[src/rtl/frame_snapshot_mux_if.sv]
// Bus between the frame FIFO and its two neighbours: decoded frames come in,
// MCU address/pop/clear go in, registered read data and flags come out.
interface frame_snapshot_mux_if #(
  parameter int FRAME_BYTES = 12,
  parameter int ADDR_W      = 4
);
  logic [FRAME_BYTES*8-1:0] frame_data;
  logic                     frame_valid;
  logic [ADDR_W-1:0]        address;
  logic                     pop;
  logic                     clear_ovf;
  logic [7:0]               parallel_out;
  logic                     valid;
  logic                     overflow;

  modport master (
    output frame_data, frame_valid, address, pop, clear_ovf,
    input  parallel_out, valid, overflow
  );

  modport slave (
    input  frame_data, frame_valid, address, pop, clear_ovf,
    output parallel_out, valid, overflow
  );
endinterface

[src/rtl/frame_snapshot_mux.sv]
// Frame FIFO between serial_decode and the MCU bus: DEPTH frame slots, byte reads of the head frame.
// Optional per-frame capture timestamp is enabled with `define SNAPSHOT_TIMESTAMP_EN.
module frame_snapshot_mux #(
  parameter int FRAME_BYTES = 12,
  parameter int DEPTH       = 4,
  parameter int ADDR_W      = 4,
  parameter int DROP_OLDEST = 0,
  parameter int TS_BYTES    = 2
) (
  input  logic                 clock,
  input  logic                 reset,
  frame_snapshot_mux_if.slave  bus
);

  localparam int PTR_W   = $clog2(DEPTH);
  localparam int CNT_W   = $clog2(DEPTH + 1);
  localparam int FRAME_W = FRAME_BYTES * 8;
  localparam int TS_W    = TS_BYTES * 8;
  localparam bit DROP    = (DROP_OLDEST != 0);
  localparam logic [ADDR_W-1:0] STATUS_ADDR = '1;

  function automatic logic [7:0] frame_byte(input logic [FRAME_W-1:0] f, input logic [31:0] idx);
    logic [FRAME_W-1:0] s;
    s = f >> {idx[28:0], 3'b000};
    return s[7:0];
  endfunction

  function automatic logic [7:0] ts_byte(input logic [TS_W-1:0] t, input logic [31:0] idx);
    logic [TS_W-1:0] s;
    s = t >> {idx[28:0], 3'b000};
    return s[7:0];
  endfunction

  function automatic logic [7:0] status_byte(input logic ovf, input logic [CNT_W-1:0] cnt);
    logic full_f;
    logic empty_f;
    full_f  = (cnt == CNT_W'(DEPTH));
    empty_f = (cnt == '0);
    return {ovf, full_f, empty_f, 5'(cnt)};
  endfunction

  logic [PTR_W-1:0]   wr_ptr, rd_ptr, wr_ptr_nxt, rd_ptr_nxt;
  logic [CNT_W-1:0]   count, count_nxt;
  logic               ovf_q, ovf_nxt;
  logic               full, empty, empty_nxt;
  logic               pop_ok, overwrite, push, adv_rd, ovf_evt;
  logic [FRAME_W-1:0] mem [DEPTH];
  logic [FRAME_W-1:0] head_frame;
  logic [TS_W-1:0]    head_ts;
  logic               head_bypass;
  logic [31:0]        addr_i;
  logic [7:0]         rd_byte_p0;
  logic [7:0]         rd_byte_p1;
  logic               vld_p1;

  assign full    = (count == CNT_W'(DEPTH));
  assign empty   = (count == '0);
  assign pop_ok  = bus.pop && !empty;
  // A full FIFO is never empty, so a pop there always succeeds and frees the slot.
  assign overwrite = bus.frame_valid && full && !bus.pop && DROP;
  assign push      = bus.frame_valid && (!full || pop_ok || DROP);
  assign adv_rd    = pop_ok || overwrite;
  assign ovf_evt   = bus.frame_valid && full && !pop_ok;

  always_comb begin
    wr_ptr_nxt = wr_ptr;
    rd_ptr_nxt = rd_ptr;
    count_nxt  = count;
    ovf_nxt    = ovf_q;
    if (push)
      wr_ptr_nxt = wr_ptr + PTR_W'(1);
    if (adv_rd)
      rd_ptr_nxt = rd_ptr + PTR_W'(1);
    if (push && !adv_rd)
      count_nxt = count + CNT_W'(1);
    else if (!push && adv_rd)
      count_nxt = count - CNT_W'(1);
    if (ovf_evt)
      ovf_nxt = 1'b1;
    else if (bus.clear_ovf)
      ovf_nxt = 1'b0;
  end

  assign empty_nxt = (count_nxt == '0);

  // Reads show the state after this edge, so a frame landing in the new head slot is forwarded.
  assign head_bypass = push && (wr_ptr == rd_ptr_nxt);
  assign head_frame  = head_bypass ? bus.frame_data : mem[rd_ptr_nxt];

`ifdef SNAPSHOT_TIMESTAMP_EN
  logic [TS_W-1:0] ts_cnt;
  logic [TS_W-1:0] ts_mem [DEPTH];

  always_ff @(posedge clock or posedge reset) begin
    if (reset)
      ts_cnt <= '0;
    else
      ts_cnt <= ts_cnt + TS_W'(1);
  end

  always_ff @(posedge clock) begin
    if (push)
      ts_mem[wr_ptr] <= ts_cnt;
  end

  assign head_ts = head_bypass ? ts_cnt : ts_mem[rd_ptr_nxt];
`else
  assign head_ts = '0;
`endif

  always_ff @(posedge clock) begin
    if (push)
      mem[wr_ptr] <= bus.frame_data;
  end

  always_comb begin
    rd_byte_p0 = 8'h00;
    addr_i     = 32'(bus.address);
    if (bus.address == STATUS_ADDR)
      rd_byte_p0 = status_byte(ovf_nxt, count_nxt);
    else if (addr_i < FRAME_BYTES) begin
      if (!empty_nxt)
        rd_byte_p0 = frame_byte(head_frame, addr_i);
    end else if (addr_i < FRAME_BYTES + TS_BYTES) begin
      if (!empty_nxt)
        rd_byte_p0 = ts_byte(head_ts, addr_i - FRAME_BYTES);
    end
  end

  // Stage p0 -> p1: FIFO state and registered read port
  always_ff @(posedge clock or posedge reset) begin
    if (reset) begin
      wr_ptr     <= '0;
      rd_ptr     <= '0;
      count      <= '0;
      ovf_q      <= 1'b0;
      vld_p1     <= 1'b0;
      rd_byte_p1 <= 8'h00;
    end else begin
      wr_ptr     <= wr_ptr_nxt;
      rd_ptr     <= rd_ptr_nxt;
      count      <= count_nxt;
      ovf_q      <= ovf_nxt;
      vld_p1     <= !empty_nxt;
      rd_byte_p1 <= rd_byte_p0;
    end
  end

  assign bus.parallel_out = rd_byte_p1;
  assign bus.valid        = vld_p1;
  assign bus.overflow     = ovf_q;

endmodule

[src/flat_wrapper.sv]
// flat-port wrapper written by rule: the top's interface ports become plain ports
module frame_snapshot_mux_flat 
#(
  parameter int FRAME_BYTES = 12,
  parameter int DEPTH       = 4,
  parameter int ADDR_W      = 4,
  parameter int DROP_OLDEST = 0,
  parameter int TS_BYTES    = 2
)
  (clock, reset, bus_frame_data, bus_frame_valid, bus_address, bus_pop, bus_clear_ovf, bus_parallel_out, bus_valid, bus_overflow);
  frame_snapshot_mux_if #(.FRAME_BYTES(FRAME_BYTES), .ADDR_W(ADDR_W)) bus_i ();
  input  logic clock;
  input  logic reset;
  input wire logic [$bits(bus_i.frame_data)-1:0] bus_frame_data;
  input wire logic [$bits(bus_i.frame_valid)-1:0] bus_frame_valid;
  input wire logic [$bits(bus_i.address)-1:0] bus_address;
  input wire logic [$bits(bus_i.pop)-1:0] bus_pop;
  input wire logic [$bits(bus_i.clear_ovf)-1:0] bus_clear_ovf;
  output wire logic [$bits(bus_i.parallel_out)-1:0] bus_parallel_out;
  output wire logic [$bits(bus_i.valid)-1:0] bus_valid;
  output wire logic [$bits(bus_i.overflow)-1:0] bus_overflow;
  assign bus_i.frame_data = bus_frame_data;
  assign bus_i.frame_valid = bus_frame_valid;
  assign bus_i.address = bus_address;
  assign bus_i.pop = bus_pop;
  assign bus_i.clear_ovf = bus_clear_ovf;
  assign bus_parallel_out = bus_i.parallel_out;
  assign bus_valid = bus_i.valid;
  assign bus_overflow = bus_i.overflow;
  frame_snapshot_mux #(.FRAME_BYTES(FRAME_BYTES), .DEPTH(DEPTH), .ADDR_W(ADDR_W), .DROP_OLDEST(DROP_OLDEST), .TS_BYTES(TS_BYTES)) u_core (.clock(clock), .reset(reset), .bus(bus_i));
endmodule
[config.mk]
export PLATFORM = sky130hd
export DESIGN_NAME = frame_snapshot_mux_flat
export DESIGN_NICKNAME = d
export VERILOG_FILES = /design/src/rtl/frame_snapshot_mux_if.sv /design/src/rtl/frame_snapshot_mux.sv /design/src/flat_wrapper.sv
export SDC_FILE = /design/constraint.sdc
export NUM_CORES = 1
export LEC_CHECK = 0
export CORE_ASPECT_RATIO = 1.25
export CORE_MARGIN = 3
export CORE_UTILIZATION = 56
export CTS_CLUSTER_DIAMETER = 150
export DETAILED_ROUTE_END_ITERATION = 6
export GPL_TIMING_DRIVEN = 1
export PLACE_DENSITY = 0.8
export SLEW_MARGIN = 0
export SYNTH_ARGS = -nofsm -noshare
export SYNTH_HDL_FRONTEND = slang
export SYNTH_SLANG_ARGS = --single-unit
[constraint.sdc]
create_clock -name clock -period 5.6 [get_ports clock]
set_clock_uncertainty 0.05 [all_clocks]
set_input_delay 1.12 -clock clock [delete_from_list [all_inputs] [get_ports clock]]
set_output_delay 1.12 -clock clock [all_outputs]
set_load 0.01 [all_outputs]
[After elaboration in Yosys (flattened, before gate mapping)]
Memories as Yosys holds them, arrays and structs flattened.
Index checks and enable logic that the tools add are counted.
Word-level totals
  output and inout bits: 10
  bits in writable memories: 384
  register bits: 17
  memories: 1
  word-level logic and storage cells: 48
Memory list
  u_core.mem: words 4, bits a word 96, rd ports 1, clocked after memory_dff 0, write ports 1, line frame_snapshot_mux.sv:47  | logic [FRAME_W-1:0] mem [DEPTH];
Operators by class
  eq/ne operators: 4
  shifts and indexed selects: 2
  add/subtract/negate cells: 5
  magnitude comparators: 2
  reduce and logical (&&, ||, !) cells: 15
  mux-type cells: 13
Operators by type and width (number)
  $mux 96: 1
  $shr 96x7->8: 1
  $mux 8: 5
  $shr 1x32->8 const A: 1
  $lt 4x4->1 const B: 2
  $logic_and 1x1->1: 7
  $eq 3x3->1 const B: 2
  $logic_not 3->1: 2
  $mux 3: 2
  $logic_not 1->1: 5
  $sub 4x4->5 const B: 1
  $add 2x1->2 const B: 2
  $eq 4x4->1 const B: 1
  $mux 1: 4
  $add 3x1->3 const B: 1
  $sub 3x1->3 const B: 1
  $eq 2x2->1: 1
  $mux 2: 1
  $logic_or 1x1->1: 1

[Logic depth before layout (Yosys ltp)]
  word-level depth: 14
  gate-level depth with buffers: 15
  depth with buffers taken out: 11

[Worst setup path after synthesis]
No wires, ideal clock.
  path type: input-to-reg
  from: in bus_pop
  to: mem u_core.mem[1][0] (netlist bit) (enable)
  setup slack: 0.647 ns
  library setup time: 0.466 ns
  stages on the path: 6
  required time: 5.084 ns
  arrival time: 4.438 ns
  cells stage by stage: clkbuf_1 > clkbuf_1 > clkbuf_1 > nor2_1 > nor2b_1 > and2_1
Between the ends
  word-level cells in the longest chain between the ends: 5
RTL lines
  from (decl): line flat_wrapper.sv:17  | input wire logic [$bits(bus_i.pop)-1:0] bus_pop;
  $logic_and 1x1->1: line frame_snapshot_mux.sv:58  | assign pop_ok = bus.pop && !empty;
  $logic_or 1x1->1: line frame_snapshot_mux.sv:61  | assign push = bus.frame_valid && (!full || pop_ok || DROP);
  $logic_and 1x1->1: line frame_snapshot_mux.sv:61
  $mux 1: line frame_snapshot_mux.sv:112  | if (push)
  $mux 1 (not written as such): line frame_snapshot_mux.sv:113  | mem[wr_ptr] <= bus.frame_data;
  to (decl): line frame_snapshot_mux.sv:47
No other way between the ends.

[Final worst setup path]
  from: in bus_pop
  to: reg u_core.rd_byte_p1[5], in the netlist u_core.bus.parallel_out[5]
Between the ends
  word-level cells in the longest chain between the ends: 12
RTL lines
  $logic_and 1x1->1 *: line frame_snapshot_mux.sv:58
  branches (longest 10 deep; another with $mem_v2 4x96)
  $mux 8 *: line frame_snapshot_mux.sv:119  | if (bus.address == STATUS_ADDR)
  net u_core.rd_byte_p0[5]: line frame_snapshot_mux.sv:52  | logic [7:0] rd_byte_p0;
  to (signal assigned): line frame_snapshot_mux.sv:145  | rd_byte_p1 <= rd_byte_p0;
  to (decl): line frame_snapshot_mux.sv:53  | logic [7:0] rd_byte_p1;
Mark *: on every way through the listed nets, which the timed path passes.
A chain may end at the register's enable or synchronous reset.

==> results by group <==
Outcome
  – Status: complete, no violations

Detailed routing
  – DR WL/cell: 27.62 um
  – First-pass DRT Iterations: 6
  – Detail Route Antenna Nets: 0
  – DRC viols: 0
  – Initial DRC Count: 1,636
  – Final WL: 50,030 um
  – Drt via density: 6.964
  – DR vias: 12,610

Final layout
  – Area growth syn-to-layout: 15.11%
  – Register Area: 11,960 um2
  – Fillers: 2,237
  – Antenna Cells: 0
  – Final net count: 1,475
  – Area of the multi-input gates: 6231 um2
  – Proportion of layout cells with a drive suffix above 1: 15.51%
  – Post-Route Utilization: 65.55%

Setup path
  – Crit path required time: 5980 ps
  – CP Max Fanout: 26
  – CP arrival: 4520 ps
  – WS Path Type: input port to register
  – Crit path capture type: register
  – Setup crit start kind: input port

Synthesis
  – Syn Inst Count: 1,258
  – Syn Area/Cell: 14.84 um2
  – Sequential area share after synthesis: 64.06%
  – Syn Nets: 1,370
  – Top cells by area, synth: edfxtp_1 (62%), mux4_2 (12%), nand2_1 (3.2%)
  – Yosys reg bits: 401
  – Synth area leader: edfxtp_1
  – Asr flop ratio synth: 4.239%
  – EDFF count, synth: 384
  – Top cell type's share of synthesized area: 61.78%
  – Distinct cells, synth: 70
  – Synth Cell Area: 18,660 um2
  – Yosys warnings: 0
  – Top FF cell, synth: edfxtp_1

Worst hold path
  – Hold Path Class: register to register

Global routing
  – Vias in the first global route: 12,630
  – Global route overflow: 0
  – First-pass GRT wire length: 76,470 um
  – Initial antenna violation count: 1
  – Global Route Usage Sum: 28.29%
  – Pin count of the biggest net entering global routing: 60

Power
  – Clock share of power: 23.2%
  – Power per cell area: 494.3 nW/um2
  – Switching share of power: 35.02%
  – Pint: 6.900 mW
  – Gate power share: 36.5%
  – NetSw: 3.719 mW
  – Flop pwr share: 40.2%
  – Max IR drop VDD: 0.3465 mV
  – LEAKAGE: 7.226 nW

CTS
  – Postcts setup bufs: 0
  – TritonCTS Sinks: 401
  – CTS buffer count: 39
  – CTS tree: built
  – Cts repair resizes: 0
  – Clock Tree Buf Depth: 3
  – Root buffer cell: clkbuf_16
  – Worst-Skew Late Latency: 550 ps
  – Htree depth: 2
  – Worst-path clk slew: 60 ps
  – Cts hold-fix bufs: 0

Timing
  – Worst slew pin tran: 1071 ps
  – Setup TNS: 0 ps
  – Setup violators final: 0
  – FMAX: 0.2414 GHz
  – Slew margin rel.: 28.50%
  – Fin. Hold Viols: 0
  – RSZ-0062 raised after global routing: false
  – Slew Viols, Final: 0
  – Minimum clock period: 4143 ps
  – Final critical-path share of the clock period: 73.98%

Placed design
  – Placer Congestion: 0.9186
  – IO buf count: 114
  – DP Wirelength: 31,500 um

Floorplanning
  – Die height: 210.1 um
  – Die ar.: 35,570 um2
  – DIE WIDTH: 169.3 um
  – Core Footprint: 32,780 um2
  – Starting Density: 56.94%
  – IO Count: 115
  – Core Rows: 74

Job
  – Max Cap Viol: 0
[power groups by stage]
stage                     logic [mW]  registers (mW)  clock network, mW
after global routing            4.12            4.32               2.61
final                           3.88            4.27               2.47
after floorplan                 2.69            4.21                  0
after detailed placement        3.80            4.31                  0
after global placement          3.71            4.28                  0
after CTS                       3.83            4.26               2.49
[worst paths after layout]
path	endpoint	cells after the start	slack (ps)	from
worst max-delay path	u_core.bus.parallel_out[5]	10	1460	bus_pop
worst min-delay path	u_core.count[0]	1	540	u_core.count[0]
worst max register to register	u_core.bus.parallel_out[5]	11	1670	u_core.count[1]
worst min register to register	u_core.count[0]	1	540	u_core.count[0]
max in group asynchronous	u_core.rd_ptr[0]	2	3630	reset
min in group asynchronous	u_core.bus.overflow	2	1100	reset
[cell type report]
class	instances	area share [%]
clock buffer	48	4.793
multi-input combinational	744	29.00
inverter	21	0.3669
timing repair buffer	156	6.977
clock inverter	23	0.7513
tap	418	2.434
sequential	401	55.68
[layer usage]
layer	track usage [%]	vias up	wire, um
li1	-	5267	-
met2	46.25	872	24590
met4	12.36	2	2473
met3	5.290	185	5409
met5	0	-	13
met1	37.63	6286	17540
[cell families after synthesis]
| kind of cell | share of synthesized area [%] |
|---|---|
| flops | 64.06 |
| simple gates | 8.346 |
| compound gates | 8.842 |
| mux | 15.17 |
| buf+inv | 2.722 |
| fa+ha+maj | 0.5229 |
| xor+xnor | 0.3352 |
[metrics by stage]
step	instance area [um2]	hold WS (ps)	power, mW	instances	setup WS (ps)
after floorplan	18660	463.4	6.902	1258	646.7
after global placement	20290	519.1	7.992	1740	1058
after global routing	21480	570.2	11.06	1811	1334
after CTS	21480	529.2	10.58	1811	1479
final	21480	539.3	10.62	1811	1457
after detailed placement	20290	522.4	8.118	1740	1013
[flip-flops by register name (all words and copies together), names as in the netlist]
name	count
u_core.wr_ptr	2
u_core.bus.valid	1
u_core.rd_ptr	2
u_core.count	3
u_core.mem	384
u_core.bus.parallel_out	8
u_core.bus.overflow	1
[cell usage after synthesis, types with 7 or more instances]
| master | n |
|---|---|
| edfxtp_1 | 384 |
| nand2_1 | 158 |
| mux4_2 | 97 |
| mux2i_1 | 59 |
| nor2_1 | 46 |
| a211oi_1 | 42 |
| clkbuf_1 | 41 |
| a31oi_1 | 34 |
| buf_2 | 34 |
| o21ai_0 | 34 |
| and3_1 | 33 |
| nor3_1 | 27 |
| a21oi_1 | 24 |
| nand3_1 | 23 |
| dfrtp_1 | 17 |
| inv_1 | 17 |
| o22ai_1 | 14 |
| a311oi_1 | 10 |
| nand4_1 | 10 |
| buf_1 | 9 |
| nor2b_1 | 8 |
| ha_1 | 7 |
| o211ai_1 | 7 |
| o221ai_1 | 7 |
[critical path: stages]
cell and delay, ps:
clkdlybuf4s50_1 590, inv_2 130, nor2_4 790, buf_4 380, mux4_2 540, mux2i_1 180, nor2_1 80, a41oi_1 240
o21ai_0 140, a221o_1 330
[cells in the final DEF (no fill, tap or decap), types with 27 or more instances in the layout]
master / instances
edfxtp_1: 384
nand2_1: 157
clkdlybuf4s50_1: 112
mux4_2: 97
mux2i_1: 59
nor2_1: 45
a211oi_1: 42
clkbuf_16: 39
buf_4: 39
o21ai_0: 34
a31oi_1: 34
and3_1: 33
nor3_1: 27
Power figures use the tool's default switching activity.
